## src/rtl/prince_round_seq_pkg.sv

```systemverilog
// Shared definitions for the PRINCE round sequencer: FSM state encoding
// and the default timing parameters of the masked round datapath.
package prince_round_seq_pkg;

    typedef enum logic [2:0] {
        ST_IDLE = 3'd0,
        ST_LOAD = 3'd1,
        ST_FWD  = 3'd2,
        ST_MID  = 3'd3,
        ST_BWD  = 3'd4,
        ST_FIN  = 3'd5
    } state_t;

    localparam int DEF_NUM_FWD     = 5;
    localparam int DEF_CYC_PER_RND = 7;
    localparam int DEF_MID_CYC     = 14;
    localparam int DEF_RND_W       = 4;
    localparam int DEF_CYC_W       = 4;

endpackage

```

## src/rtl/prince_seq_cnt.sv

```systemverilog
// Loadable up-counter with clear, enable and a terminal-count flag that
// compares the registered count against a caller-supplied terminal value.
// Priority: reset, clear, load, enable.
module prince_seq_cnt #(
    parameter int W = 4
) (
    input  logic         clk_i,
    input  logic         reset_i,
    input  logic         clr_i,
    input  logic         load_i,
    input  logic [W-1:0] load_val_i,
    input  logic         en_i,
    input  logic [W-1:0] tc_val_i,
    output logic [W-1:0] cnt_o,
    output logic         tc_o
);

    logic [W-1:0] cnt_q;
    logic [W-1:0] cnt_d;

    // Next count: clear beats load beats increment, otherwise hold.
    always_comb begin
        cnt_d = cnt_q;
        if (clr_i) begin
            cnt_d = '0;
        end else if (load_i) begin
            cnt_d = load_val_i;
        end else if (en_i) begin
            cnt_d = cnt_q + W'(1);
        end else begin
            cnt_d = cnt_q;
        end
    end

    // Count register with synchronous reset.
    always_ff @(posedge clk_i) begin
        if (reset_i) begin
            cnt_q <= '0;
        end else begin
            cnt_q <= cnt_d;
        end
    end

    assign cnt_o = cnt_q;
    assign tc_o  = (cnt_q == tc_val_i);

endmodule

```

## src/rtl/prince_round_seq.sv

```systemverilog
// PRINCE round sequencer: walks LOAD, NUM_FWD forward rounds, the middle
// reflection layer, NUM_FWD backward rounds and final whitening, driving
// the datapath mux selects and the round-constant index.
// Optional feature macro: PRINCE_ROUND_SEQ_PRNG_EN enables the mask PRNG
// advance strobe (prng_step); without it prng_step is tied low.
// All outputs decode registered state/counters only; start never reaches
// an output combinationally.
module prince_round_seq
    import prince_round_seq_pkg::*;
#(
    parameter int NUM_FWD     = DEF_NUM_FWD,
    parameter int CYC_PER_RND = DEF_CYC_PER_RND,
    parameter int MID_CYC     = DEF_MID_CYC,
    parameter int RND_W       = DEF_RND_W,
    parameter int CYC_W       = DEF_CYC_W
) (
    input  logic             clk,
    input  logic             reset,
    input  logic             start,
    output logic             busy,
    output logic             done,
    output logic [RND_W-1:0] round,
    output logic [CYC_W-1:0] cyc,
    output logic             sel_start,
    output logic             sel_half,
    output logic             sel_end,
    output logic             prng_step
);

    localparam int MAX_CYC = (CYC_PER_RND > MID_CYC) ? CYC_PER_RND : MID_CYC;

    // Reject parameter sets the counters cannot represent.
    if ((NUM_FWD < 1) || (CYC_PER_RND < 1) || (MID_CYC < 1) ||
        ((2 * NUM_FWD + 2) >= (1 << RND_W)) || (MAX_CYC > (1 << CYC_W))) begin : g_param_err
        $error("prince_round_seq: illegal parameter combination");
    end

    localparam logic [CYC_W-1:0] RND_TC       = CYC_W'(CYC_PER_RND - 1);
    localparam logic [CYC_W-1:0] MID_TC       = CYC_W'(MID_CYC - 1);
    localparam logic [RND_W-1:0] RND_LAST_FWD = RND_W'(NUM_FWD);
    localparam logic [RND_W-1:0] RND_LAST_BWD = RND_W'(2 * NUM_FWD + 1);

    state_t           state_q;
    state_t           state_d;
    logic             rnd_clr_s;
    logic             rnd_load_s;
    logic             rnd_en_s;
    logic             cyc_clr_s;
    logic             cyc_en_s;
    logic [RND_W-1:0] rnd_tc_val_s;
    logic [CYC_W-1:0] cyc_tc_val_s;
    logic             rnd_tc_s;
    logic             cyc_tc_s;
    logic [RND_W-1:0] rnd_cnt_s;
    logic [CYC_W-1:0] cyc_cnt_s;

    // Terminal values: the middle layer is longer than a round, and the
    // last round index differs between the forward and backward halves.
    always_comb begin
        cyc_tc_val_s = (state_q == ST_MID) ? MID_TC : RND_TC;
        rnd_tc_val_s = (state_q == ST_BWD) ? RND_LAST_BWD : RND_LAST_FWD;
    end

    // State register; reset wins over start.
    always_ff @(posedge clk) begin
        if (reset) begin
            state_q <= ST_IDLE;
        end else begin
            state_q <= state_d;
        end
    end

    // Next-state and counter control.
    always_comb begin
        state_d    = state_q;
        rnd_clr_s  = 1'b0;
        rnd_load_s = 1'b0;
        rnd_en_s   = 1'b0;
        cyc_clr_s  = 1'b0;
        cyc_en_s   = 1'b0;
        case (state_q)
            ST_IDLE: begin
                rnd_clr_s = 1'b1;
                cyc_clr_s = 1'b1;
                if (start) begin
                    state_d = ST_LOAD;
                end else begin
                    state_d = ST_IDLE;
                end
            end
            ST_LOAD: begin
                rnd_load_s = 1'b1;
                cyc_clr_s  = 1'b1;
                state_d    = ST_FWD;
            end
            ST_FWD: begin
                if (cyc_tc_s) begin
                    cyc_clr_s = 1'b1;
                    rnd_en_s  = 1'b1;
                    if (rnd_tc_s) begin
                        state_d = ST_MID;
                    end else begin
                        state_d = ST_FWD;
                    end
                end else begin
                    cyc_en_s = 1'b1;
                end
            end
            ST_MID: begin
                if (cyc_tc_s) begin
                    cyc_clr_s = 1'b1;
                    rnd_en_s  = 1'b1;
                    state_d   = ST_BWD;
                end else begin
                    cyc_en_s = 1'b1;
                end
            end
            ST_BWD: begin
                if (cyc_tc_s) begin
                    cyc_clr_s = 1'b1;
                    rnd_en_s  = 1'b1;
                    if (rnd_tc_s) begin
                        state_d = ST_FIN;
                    end else begin
                        state_d = ST_BWD;
                    end
                end else begin
                    cyc_en_s = 1'b1;
                end
            end
            ST_FIN: begin
                rnd_clr_s = 1'b1;
                cyc_clr_s = 1'b1;
                state_d   = ST_IDLE;
            end
            default: begin
                rnd_clr_s = 1'b1;
                cyc_clr_s = 1'b1;
                state_d   = ST_IDLE;
            end
        endcase
    end

    prince_seq_cnt #(.W(RND_W)) u_rnd_cnt (
        .clk_i      (clk),
        .reset_i    (reset),
        .clr_i      (rnd_clr_s),
        .load_i     (rnd_load_s),
        .load_val_i (RND_W'(1)),
        .en_i       (rnd_en_s),
        .tc_val_i   (rnd_tc_val_s),
        .cnt_o      (rnd_cnt_s),
        .tc_o       (rnd_tc_s)
    );

    prince_seq_cnt #(.W(CYC_W)) u_cyc_cnt (
        .clk_i      (clk),
        .reset_i    (reset),
        .clr_i      (cyc_clr_s),
        .load_i     (1'b0),
        .load_val_i ({CYC_W{1'b0}}),
        .en_i       (cyc_en_s),
        .tc_val_i   (cyc_tc_val_s),
        .cnt_o      (cyc_cnt_s),
        .tc_o       (cyc_tc_s)
    );

    assign round     = rnd_cnt_s;
    assign cyc       = cyc_cnt_s;
    assign busy      = (state_q != ST_IDLE);
    assign done      = (state_q == ST_FIN);
    assign sel_start = (state_q == ST_LOAD);
    assign sel_half  = (state_q == ST_BWD) || (state_q == ST_FIN);
    assign sel_end   = (state_q == ST_FIN);

`ifdef PRINCE_ROUND_SEQ_PRNG_EN
    // Fresh mask randomness at load and at the first cycle of every layer.
    assign prng_step = (state_q == ST_LOAD) ||
                       (((state_q == ST_FWD) || (state_q == ST_MID) || (state_q == ST_BWD)) &&
                        (cyc_cnt_s == {CYC_W{1'b0}}));
`else
    assign prng_step = 1'b0;
`endif

endmodule

```

## config.mk

```make
export PLATFORM = sky130hd
export DESIGN_NAME = prince_round_seq
export DESIGN_NICKNAME = d
export VERILOG_FILES = /design/src/rtl/prince_round_seq_pkg.sv /design/src/rtl/prince_seq_cnt.sv /design/src/rtl/prince_round_seq.sv
export SDC_FILE = /design/constraint.sdc
export NUM_CORES = 1
export LEC_CHECK = 0
export BUFFER_PORTS_ARGS = -buffer_cell sky130_fd_sc_hd__buf_2
export CAP_MARGIN = 20
export CORE_MARGIN = 5
export CORE_UTILIZATION = 35
export DETAILED_ROUTE_END_ITERATION = 10
export SLEW_MARGIN = 20
export SYNTH_ARGS = -nofsm -noshare
export SYNTH_HDL_FRONTEND = slang
export SYNTH_SLANG_ARGS = --single-unit
```

## constraint.sdc

```tcl
create_clock -name clk -period 1.74 [get_ports clk]
set_clock_uncertainty 0.05 [all_clocks]
set_input_delay 0.174 -clock clk [delete_from_list [all_inputs] [get_ports clk]]
set_output_delay 0.174 -clock clk [all_outputs]
set_load 0.01 [all_outputs]
```

==> results of run 1 <==
-- placed cells by master (no fill, tap or decap), types with 3 or more instances in the layout --
master / Yosys / final
sky130_fd_sc_hd__buf_4: 2 / 5
sky130_fd_sc_hd__dfxtp_1: 11 / 11
sky130_fd_sc_hd__clkbuf_4: 0 / 3
sky130_fd_sc_hd__nand2_1: 6 / 6
sky130_fd_sc_hd__nor2_1: 5 / 5
sky130_fd_sc_hd__mux2i_1: 4 / 4
sky130_fd_sc_hd__nand2b_1: 3 / 3
sky130_fd_sc_hd__buf_2: 1 / 15
sky130_fd_sc_hd__nor3_1: 3 / 3
sky130_fd_sc_hd__a21oi_1: 8 / 8
sky130_fd_sc_hd__nand3_1: 4 / 4
sky130_fd_sc_hd__nand4_1: 4 / 4
sky130_fd_sc_hd__inv_1: 4 / 4
-- area by class of cell --
type / instances / area [µm²] / area share [%]
Timing Repair Buffer: 20 / 113 / 13.9
Tap cell: 27 / 33.8 / 4.18
Clock buffer: 4 / 26.3 / 3.25
Inverter: 4 / 15.0 / 1.86
Multi-Input combinational cell: 61 / 400 / 49.5
Sequential cell: 11 / 220 / 27.2
-- state kept, by name (all words and copies together), names as in the netlist --
register and flops:
u_rnd_cnt.cnt_o 4, state_q 3, u_cyc_cnt.cnt_o 4
-- metrics by stage --
step,area [µm²],std cells
4_1_cts,808,127
3_3_place_gp,782,123
2_1_floorplan,682,82
6_report,808,127
5_1_grt,808,127
3_5_place_dp,782,123
-- power by group through the flow --
stage | sequential [µW] | combinational [µW] | clock (µW)
3_3_place_gp | 272 | 75.0 | 0
2_1_floorplan | 272 | 51.4 | 0
4_1_cts | 266 | 75.8 | 189
5_1_grt | 268 | 83.8 | 201
3_5_place_dp | 272 | 75.6 | 0
6_report | 266 | 74.9 | 184
-- layer usage --
layer	track usage (%)	share of wire, %	vias to the layer above	wire, µm
met3	2.49	4.3	7	62
met2	19.1	50	16	722
met5	0	0	-	0
met4	6.22	2.8	0	40
li1	-	-	323	-
met1	12.4	43	292	614
-- worst max-delay path by stage --
| stage | startpoint | to | slack, ps | depth (start not counted) |
|---|---|---|---|---|
| after global placement | u_rnd_cnt.cnt_o[2]$_SDFFE_PP0P_ | state_q[0]$_SDFFE_PP0P_ | 260 | 4 |
| after detailed placement | u_rnd_cnt.cnt_o[2]$_SDFFE_PP0P_ | state_q[0]$_SDFFE_PP0P_ | 270 | 4 |
| after CTS | u_rnd_cnt.cnt_o[2]$_SDFFE_PP0P_ | state_q[0]$_SDFFE_PP0P_ | 250 | 4 |
| after global routing | u_cyc_cnt.cnt_o[1]$_SDFFE_PP0P_ | u_rnd_cnt.cnt_o[3]$_SDFFE_PP0P_ | 8 | 4 |
| after floorplan | state_q[0]$_SDFFE_PP0P_ | u_rnd_cnt.cnt_o[0]$_SDFFE_PP0P_ | 210 | 5 |
| final | u_cyc_cnt.cnt_o[1]$_SDFFE_PP0P_ | u_rnd_cnt.cnt_o[3]$_SDFFE_PP0P_ | 220 | 4 |
-- logic make-up (layout without fill, tap and decap cells) --
family	Yosys count	count (layout)	share of synthesized area, %
DFF	11	11	32.3
other	1	1	0.550
xor gates and xnor gates	3	3	3.85
AOI/OAI and AO/OA	15	15	14.3
muxes	4	4	5.87
adders and majority gates	2	2	3.67
and+or+nand+nor	36	36	30.5
buffers and inverters	10	28	8.99
==> results.txt, run 1 <==
----------------------------------------------------
[Synthesis]
  Top cell type by total area after synthesis ... sky130_fd_sc_hd__dfxtp_1
  Number of instances in the synthesized netlist ... 82
  Number of enable flip-flop cells after synthesis ... 0
  Synth Cell Area ... 682 µm²
  Largest cells by area after synthesis ... sky130_fd_sc_hd__dfxtp_1, sky130_fd_sc_hd__a21oi_1, sky130_fd_sc_hd__mux2i_1, sky130_fd_sc_hd__ha_1, sky130_fd_sc_hd__nand4_1
  Post-synthesis sequential element count ... 11
  Synthesized area per cell ... 8.32 µm²
  Register area share after synthesis ... 32.3%
  Post-synth top cells ... sky130_fd_sc_hd__dfxtp_1, sky130_fd_sc_hd__a21oi_1, sky130_fd_sc_hd__nand2_1
  Ys flop type ... sky130_fd_sc_hd__dfxtp_1
  Fraction of post-synthesis cell area in the top cell type by area ... roughly a third
  Total nets after synthesis ... just under 90
  Post-synthesis async set-or-reset flop share ... 0%
  Synth cell types ... 34
  Synthesis Warnings ... 0
  Most frequent cell after synthesis ... sky130_fd_sc_hd__dfxtp_1

[Placement]
  Final weighted congestion in routability-driven placement ... 0.770
  Worst setup slack before clock tree synthesis ... between 200 and 300 ps
  Post-detailed-placement half-perimeter wirelength ... 1.07 mm
  IO Port Bufs ... 15

[Clock tree]
  Post-CTS repair timing setup buffer count ... 0
  Number of buffers inserted by hold repair at cts ... 0
  Number of gates resized after CTS ... 0
  Maximum clock path buffer count ... 2
  Buffer cell driving the clock tree root ... sky130_fd_sc_hd__clkbuf_4
  Clock net sink count ... 11
  Number of buffers created by CTS ... 3
  H-tree levels ... 1
  Worst-Skew Late Latency ... about 280 ps
  Clock transition time at the flip-flop clock pins of the worst setup and hold paths ... 80 ps
  TritonCTS clock tree ... done

[Power and ir drop]
  Largest vdd supply drop ... roughly 0.00025 V
  Power consumption ... 525 µW
  Seq pwr share ... 50.7%
  Fraction of power spent switching nets ... 27.7%
  Combinational fraction of design power ... between 10 and 15%
  Switching power of the nets ... 146 µW
  Total power per unit cell area ... 650 nW/µm²
  Leakage power ... 0.000345 µW
  Portion of total power attributed to the clock network ... 35.0%
  Internal power contribution ... 379 µW

[Cells and area]
  Diodes inserted ... 0
  Post-layout net count ... roughly 110
  Fill cell count ... 193
  Core Util, Final ... between 40% and 50%
  Ratio of cells with drive above 1 in the final layout ... between 20% and 30%
  Synth-to-Final Area Change ... 18.5%

[Routing]
  Avg WL per Cell ... 11.3 µm
  Total vias in the final route ... around 640
  Post-route ant nets ... 0
  DRC violations left ... 0
  Iteration-0 DRC Markers ... 11
  Via-to-Cell Ratio ... 5.02
  Initial DRT Pass Iterations ... 4
  Routed wire length ... 1.44 mm

[STA]
  Number of hold violations in the final report ... 0
  Final min period ... between 1500 and 2000 ps
  Maximum operating frequency ... 0.658 GHz
  Number of setup violations in the final report ... 0
  Final number of max-transition violations ... 0
  Worst setup margin ... 220 ps
  Unrepaired setup endpoints after global routing ... false
  Setup tns final ... 0 ps
  Fraction of the cycle the final worst path needs ... between 80% and 90%
  Minimum hold slack ... 104 ps

[Global route]
  Wire length of the first global-routing pass ... 2.39 mm
  Antenna violations before repair ... 0
  Combined global-route utilization of all metal layers ... 11.1%
  Maximum number of pins on one net before global-route repair ... 12
  Vias in the first global route ... 576
  Total overflow reported by the global router ... 0

[Critical path]
  CP startpoint kind ... flop
  Kind of critical path ... reg -> reg
  Worst r2r path cells ... 4
  Reg-to-reg setup timing slack ... ~220 ps
  Cell family contributing the most delay on the critical path ... simple AND/OR/NAND/NOR gates
  Required time of the worst setup path ... 1890 ps
  Max incr delay on CP ... approximately 380 ps
  Bufs and invs on worst path ... 0
  Critical-path cell list ... nor3b_1, nand3_1, a21oi_1, mux2i_1
  Reg-to-reg startpoint ... u_cyc_cnt.cnt_o[1]$_SDFFE_PP0P_
  Reg2Reg Capture Point ... u_rnd_cnt.cnt_o[3]$_SDFFE_PP0P_
  Capturing element type of the critical path ... flop
  Slowest stage cell on the critical path ... sky130_fd_sc_hd__dfxtp_1
  Worst endpoint data arrival time ... 1670 ps
  Worst Path Max Fanout ... 5

[Run status]
  Status ... finished, final reports clean

[Worst hold path]
  Critical hold path startpoint ... reset
  Worst min-delay path category ... in -> reg
  Hold worst-path end ... state_q[2]$_SDFFE_PP0P_
  Depth of the worst hold-timing path ... 2

[Die]
  Floorplan die height ... 54.1 µm
  Row Count ... 16
  Initial Utilization ... 35.9%
  Die span in x ... around 54 µm
  Total Die Area ... 2930 µm²
  I/O Pins ... 17
  Core ar. ... between 1500 and 2000 µm²

[Flow run]
  Max-capacitance violation count ... 0

----------------------------------------------------
Power figures use the tool's default switching activity.
==> inputs of run 2 (changes only) <==
--- a/config.mk
+++ b/config.mk
@@ -5,6 +5,7 @@
 export SDC_FILE = /design/constraint.sdc
 export NUM_CORES = 1
 export LEC_CHECK = 0
+export ABC_AREA = 1
 export BUFFER_PORTS_ARGS = -buffer_cell sky130_fd_sc_hd__buf_2
 export CAP_MARGIN = 20
 export CORE_MARGIN = 5
==> results.txt, run 2 <==
----------------------------------------------------
[Run status]
  Status ... finished, final reports clean

[Cells and area]
  Fill cell count ... 191 (-1.0%)
  Diodes inserted ... 0 (unchanged)
  Ratio of cells with drive above 1 in the final layout ... 33.0% (+7.0 points)
  Commonest cells after routing, fill and taps aside ... sky130_fd_sc_hd__nand2_1, sky130_fd_sc_hd__buf_2, sky130_fd_sc_hd__dfxtp_1
  Synth-to-Final Area Change ... 18.5% (about the same)
  Core Util, Final ... 43.7% (+1.2 points)
  Commonest non-fill, non-tap cell in the layout ... sky130_fd_sc_hd__nand2_1
  Post-layout net count ... 112 (+5.7%)
  Number of standard cells in the final layout excluding fillers ... 131 (+3.1%)

[Synthesis]
  Post-synthesis sequential element count ... 11 (unchanged)
  Synthesis Warnings ... 0 (unchanged)
  Ys flop type ... sky130_fd_sc_hd__dfxtp_1
  Largest cells by area after synthesis ... sky130_fd_sc_hd__dfxtp_1, sky130_fd_sc_hd__nand2_1, sky130_fd_sc_hd__nor2_2, sky130_fd_sc_hd__a21oi_1, sky130_fd_sc_hd__nand3_2
  Number of enable flip-flop cells after synthesis ... 0 (unchanged)
  Post-synthesis async set-or-reset flop share ... 0% (unchanged)
  Top cell type by total area after synthesis ... sky130_fd_sc_hd__dfxtp_1
  Synth cell types ... 21 (-38%)
  Number of instances in the synthesized netlist ... 89 (+8.5%)
  Synth Cell Area ... 637 µm² (-6.6%)
  Register area share after synthesis ... 34.6% (+2.3 points)
  Total nets after synthesis ... 94 (+8.0%)
  Fraction of post-synthesis cell area in the top cell type by area ... 34.6% (+2.3 points)
  Post-synth top cells ... sky130_fd_sc_hd__nand2_1, sky130_fd_sc_hd__dfxtp_1, sky130_fd_sc_hd__inv_1, sky130_fd_sc_hd__nor2_1
  Most frequent cell after synthesis ... sky130_fd_sc_hd__nand2_1
  Synthesized area per cell ... 7.16 µm² (-14%)

[Routing]
  Via-to-Cell Ratio ... 4.47 (-11%)
  Initial DRT Pass Iterations ... 4 (unchanged)
  Avg WL per Cell ... 9.84 µm (-13%)
  Post-route ant nets ... 0 (unchanged)
  Iteration-0 DRC Markers ... 7 (-4)
  Routed wire length ... 1.29 mm (-10%)
  DRC violations left ... 0 (unchanged)
  Total vias in the final route ... 586 (-8.2%)

[Global route]
  Combined global-route utilization of all metal layers ... 9.92% (-1.2 points)
  Maximum number of pins on one net before global-route repair ... 7 (-5)
  Antenna violations before repair ... 0 (unchanged)
  Wire length of the first global-routing pass ... 2.06 mm (-14%)
  Vias in the first global route ... 503 (-13%)
  Total overflow reported by the global router ... 0 (unchanged)

[Critical path]
  Kind of critical path ... reg -> out
  Worst endpoint data arrival time ... 1190 ps (-480 ps)
  Bufs and invs on worst path ... 1 (+1)
  CP startpoint kind ... flop
  Worst Path Max Fanout ... 5 (unchanged)
  Slowest stage cell on the critical path ... sky130_fd_sc_hd__dfxtp_1
  Critical-path cell list ... nor2_2, nand2_2, o21ai_0, buf_2
  Cell family contributing the most delay on the critical path ... flip-flops
  Required time of the worst setup path ... 1520 ps (-370 ps)
  Capturing element type of the critical path ... output port
  Max incr delay on CP ... 360 ps (-20 ps)

[Clock tree]
  Maximum clock path buffer count ... 2 (unchanged)
  Number of gates resized after CTS ... 0 (unchanged)
  Clock net sink count ... 11 (unchanged)
  Clock transition time at the flip-flop clock pins of the worst setup and hold paths ... 80 ps (about the same)
  Number of buffers inserted by hold repair at cts ... 0 (unchanged)
  TritonCTS clock tree ... done
  Buffer cell driving the clock tree root ... sky130_fd_sc_hd__clkbuf_4
  Number of buffers created by CTS ... 3 (unchanged)
  Post-CTS repair timing setup buffer count ... 0 (unchanged)
  H-tree levels ... 1 (unchanged)
  Worst-Skew Late Latency ... 260 ps (-20 ps)

[STA]
  Unrepaired setup endpoints after global routing ... false
  Maximum operating frequency ... 0.707 GHz (+7.4%)
  Fraction of the cycle the final worst path needs ... 81.3% (-6.0 points)
  Number of hold violations in the final report ... 0 (unchanged)
  Final number of max-transition violations ... 0 (unchanged)
  Final min period ... 1410 ps (-105 ps)
  Number of setup violations in the final report ... 0 (unchanged)
  Setup tns final ... 0 ps (unchanged)

[Placement]
  Final weighted congestion in routability-driven placement ... 0.717 (-6.9%)
  Post-detailed-placement half-perimeter wirelength ... 1.04 mm (-2.8%)
  Cells after DPL ... 127 (+3.3%)
  IO Port Bufs ... 15 (unchanged)

[Worst hold path]
  Worst min-delay path category ... in -> reg

[Power and ir drop]
  Largest vdd supply drop ... 0.000356 V (+42%)
  Leakage power ... 0.000348 µW (+0.99%)
  Total power per unit cell area ... 686 nW/µm² (+5.6%)

[Die]
  Core ar. ... 1730 µm² (-9.2%)
  Initial Utilization ... 36.9% (+1.0 points)
  I/O Pins ... 17 (unchanged)
  Total Die Area ... 2770 µm² (-5.4%)
  Row Count ... 15 (-1)
  Die span in x ... 52.7 µm (-2.7%)
  Floorplan die height ... 52.7 µm (-2.7%)

[Flow run]
  Max-capacitance violation count ... 0 (unchanged)

----------------------------------------------------
[run 2: worst paths after layout]
path / endpoint / slack, ps / start / cells after the start
worst max-delay path: sel_half / 330 / state_q[0]$_SDFFE_PP0P_ / 4
worst min-delay path: state_q[0]$_SDFFE_PP0P_ / 60 / reset / 2
worst max register to register: u_cyc_cnt.cnt_o[3]$_SDFFE_PP0P_ / 390 / state_q[1]$_SDFFE_PP0P_ / 7
worst min register to register: u_cyc_cnt.cnt_o[0]$_SDFFE_PP0P_ / 460 / u_cyc_cnt.cnt_o[0]$_SDFFE_PP0P_ / 1
[run 2: per-stage QoR]
step / hold slack [ps] / setup slack (ps) / power [µW] / cell area [µm²]
global placement: 346 / 410 / 347 / 728
detailed placement: 344 / 399 / 348 / 728
floorplan: 193 / 509 / 328 / 637
CTS: 57.2 / 312 / 524 / 754
finish: 62.0 / 325 / 518 / 754
global route: 66.4 / 235 / 549 / 754
[run 2: kinds of logic after synthesis]
family,synth area share (%)
other cells,0.589
flops,34.6
simple gates,38.1
fa+ha+maj,3.93
compound gates,9.63
buf+inv,7.66
xor+xnor,5.50
[run 2: per-layer routing]
metal	global-route usage, %	part of all wire, %	up-vias
met1	12.8	48	259
met3	3.70	6.2	0
met4	2.55	0	0
li1	-	-	315
met5	0	0	-
met2	15.3	45	12
[run 2: worst register-to-register path, delay by kind of cell (launching register included)]
family,cells,cell delay [ps]
AO/OA/AOI/OAI,1,90
flip-flops,1,420
AND/OR/NAND/NOR,6,740
[run 2: layout make-up]
| class | instances | area, µm² | share of cell area, % |
|---|---|---|---|
| multi-input combinational | 67 | 368 | 48.8 |
| sequential | 11 | 220 | 29.2 |
| clock buffer | 4 | 26.3 | 3.48 |
| tap | 25 | 31.3 | 4.15 |
| timing repair buffer | 15 | 75.1 | 9.95 |
| inverter | 9 | 33.8 | 4.48 |
[run 2: where the power goes]
group / switching (µW) / internal [µW]
logic: 44.8 / 26.7
registers: 10.8 / 259
clock network: 88.2 / 88.5
total: 144 / 374
==> inputs of run 3 (changes only) <==
==> constraint.sdc (replaced) <==
create_clock -name clk -period 1.3 [get_ports clk]
set_clock_uncertainty 0.05 [all_clocks]
set_input_delay 0.13 -clock clk [delete_from_list [all_inputs] [get_ports clk]]
set_output_delay 0.13 -clock clk [all_outputs]
set_load 0.01 [all_outputs]
==> results.txt, run 3 (synthesis results as in run 2) <==
----------------------------------------------------
[Run status]
  Status ... finished with violations
  Violated checks ... setup timing

[Clock tree]
  Buffer cell driving the clock tree root ... sky130_fd_sc_hd__clkbuf_4
  Maximum clock path buffer count ... 2 (unchanged)
  Number of buffers inserted by hold repair at cts ... 0 (unchanged)
  Number of buffers created by CTS ... 3 (unchanged)
  Clock net sink count ... 11 (unchanged)
  TritonCTS clock tree ... done
  Clock transition time at the flip-flop clock pins of the worst setup and hold paths ... 60 ps (-20 ps)
  Worst-Skew Late Latency ... 270 ps (about the same)
  H-tree levels ... 1 (unchanged)

[Worst hold path]
  Hold worst-path end ... state_q[0]$_SDFFE_PP0P_
  Worst min-delay path category ... in -> reg
  Depth of the worst hold-timing path ... 2 (unchanged)
  Critical hold path startpoint ... reset

[Flow run]
  Max-capacitance violation count ... 0 (unchanged)

[Routing]
  Initial DRT Pass Iterations ... 5 (+1)
  Total vias in the final route ... 666 (+14%)
  Routed wire length ... 1.62 mm (+26%)
  Post-route ant nets ... 0 (unchanged)
  Iteration-0 DRC Markers ... 14 (+7)
  Via-to-Cell Ratio ... 4.69 (+4.8%)
  Avg WL per Cell ... 11.4 µm (+16%)
  DRC violations left ... 0 (unchanged)

[Die]
  Initial Utilization ... 36.9% (unchanged)
  Die span in x ... 52.7 µm (unchanged)
  I/O Pins ... 17 (unchanged)
  Floorplan die height ... 52.7 µm (unchanged)
  Total Die Area ... 2770 µm² (unchanged)
  Core ar. ... 1730 µm² (unchanged)
  Row Count ... 15 (unchanged)

[STA]
  Number of hold violations in the final report ... 0 (unchanged)
  Unrepaired setup endpoints after global routing ... true
  Final number of max-transition violations ... 0 (unchanged)
  Worst setup margin ... -2.64 ps (-328 ps)
  Final min period ... around 1300 ps
  Maximum operating frequency ... between 0.7 and 0.8 GHz
  Fraction of the cycle the final worst path needs ... 100%
  Number of setup violations in the final report ... 4 (+4)

[Cells and area]
  Diodes inserted ... 0 (unchanged)
  Commonest cells after routing, fill and taps aside ... sky130_fd_sc_hd__nand2_1, sky130_fd_sc_hd__buf_2, sky130_fd_sc_hd__buf_4
  Number of standard cells in the final layout excluding fillers ... 142 (+8.4%)
  Commonest non-fill, non-tap cell in the layout ... sky130_fd_sc_hd__nand2_1
  Multi-input gate area in the final layout ... 430 µm² (+17%)
  Synth-to-Final Area Change ... 43.6%
  Ratio of cells with drive above 1 in the final layout ... 51.3% (+18 points)
  Post-layout net count ... 123 (+9.8%)
  Fill cell count ... 176 (-7.9%)
  Storage element area ... 231 µm² (+5.1%)

[Critical path]
  Required time of the worst setup path ... 1460 ps (-60 ps)
  Worst endpoint data arrival time ... 1460 ps (+270 ps)
  Capturing element type of the critical path ... flop
  Reg2Reg Capture Point ... u_cyc_cnt.cnt_o[2]$_SDFFE_PP0P_
  CP startpoint kind ... flop
  Worst r2r path cells ... 7 (unchanged)
  Reg-to-reg setup timing slack ... -3 ps (-390 ps)
  Kind of critical path ... reg -> reg
  Reg-to-reg startpoint ... state_q[1]$_SDFFE_PP0P_
  Crit path from ... state_q[1]$_SDFFE_PP0P_
  Worst Path Max Fanout ... 5 (unchanged)

[Global route]
  Maximum number of pins on one net before global-route repair ... 7 (unchanged)
  Combined global-route utilization of all metal layers ... 11.5% (+1.6 points)
  Vias in the first global route ... 581 (+16%)
  Total overflow reported by the global router ... 0 (unchanged)
  Wire length of the first global-routing pass ... 2.36 mm (+14%)
  Antenna violations before repair ... 0 (unchanged)

[Placement]
  IO Port Bufs ... 15 (unchanged)
  Final weighted congestion in routability-driven placement ... 0.714 (-0.40%)
  Cells after DPL ... 133 (+4.7%)
  Post-detailed-placement half-perimeter wirelength ... 1.05 mm (+1.2%)

[Power and ir drop]
  Largest vdd supply drop ... 0.000521 V (+46%)
  Total power per unit cell area ... 816 nW/µm² (+19%)
  Power consumption ... 746 µW (+44%)
  Leakage power ... 0.000424 µW (+22%)

----------------------------------------------------
[run 3: cell count changes in the layout (fill, tap and decap cells not counted), sizes merged]
cell / previous run / this run
buf: 15 / 26
[run 3: worst max-delay path, cell delays in order (launching register included)]
cell                      delay, ps
sky130_fd_sc_hd__dfxtp_4        400
sky130_fd_sc_hd__nand2_4         70
sky130_fd_sc_hd__nor2_4         140
sky130_fd_sc_hd__a21oi_4         80
sky130_fd_sc_hd__nand2_2        110
sky130_fd_sc_hd__nand2_2         60
sky130_fd_sc_hd__or2_4          260
sky130_fd_sc_hd__nor2_2          70
[run 3: repair_timing]
action / 4_1_cts / 5_1_grt
buffers inserted: 3 / 2
hold endpoints to repair: 0 / 0
pin swaps: 1 / 9
setup endpoints to repair: 10 / 14
gates resized for setup: 5 / 21
[run 3: how the worst max path moves through the flow]
stage,to
after floorplan,state_q[2]$_SDFFE_PP0P_
after global placement,u_cyc_cnt.cnt_o[0]$_SDFFE_PP0P_
after detailed placement,u_cyc_cnt.cnt_o[2]$_SDFFE_PP0P_
after CTS,sel_half
after global routing,u_rnd_cnt.cnt_o[2]$_SDFFE_PP0P_
final,u_cyc_cnt.cnt_o[2]$_SDFFE_PP0P_
[run 3: where the power goes]
group | internal [µW] | total (µW) | switching, µW
clock | 119 | 232 | 113
sequential | 345 | 364 | 18.6
combinational | 66.9 | 150 | 83.3
total | 531 | 746 | 215
[run 3: per-stage QoR]
stage / cell area, µm² / hold WS (ps) / setup TNS [ps] / utilization [%] / worst slack (ps)
after floorplan: 637 / 149 / 0 / - / 68.7
after global placement: 773 / 303 / 0 / 44.8 / 4.11
after detailed placement: 773 / 294 / -15.5 / 44.8 / -4.64
after CTS: 833 / 0.415 / 0 / 48.3 / 3.75
after global routing: 915 / 23.2 / -683 / 53.0 / -82.1
final: 915 / 19.0 / -8.02 / 53.0 / -2.64
[run 3: cell type report]
class / instances / share of cell area, %
tap: 25 / 3.42
timing repair buffer: 26 / 17.6
sequential: 11 / 25.3
inverter: 9 / 3.69
multi-input combinational: 67 / 47.1
clock buffer: 4 / 2.87
[run 3: per-layer routing]
layer / part of all wire [%] / vias up / global-route usage [%]
met5: 0 / - / 0
met4: 2.2 / 0 / 3.83
met3: 6.2 / 6 / 5.41
met2: 52 / 22 / 18.0
met1: 40 / 302 / 13.7
li1: - / 336 / -
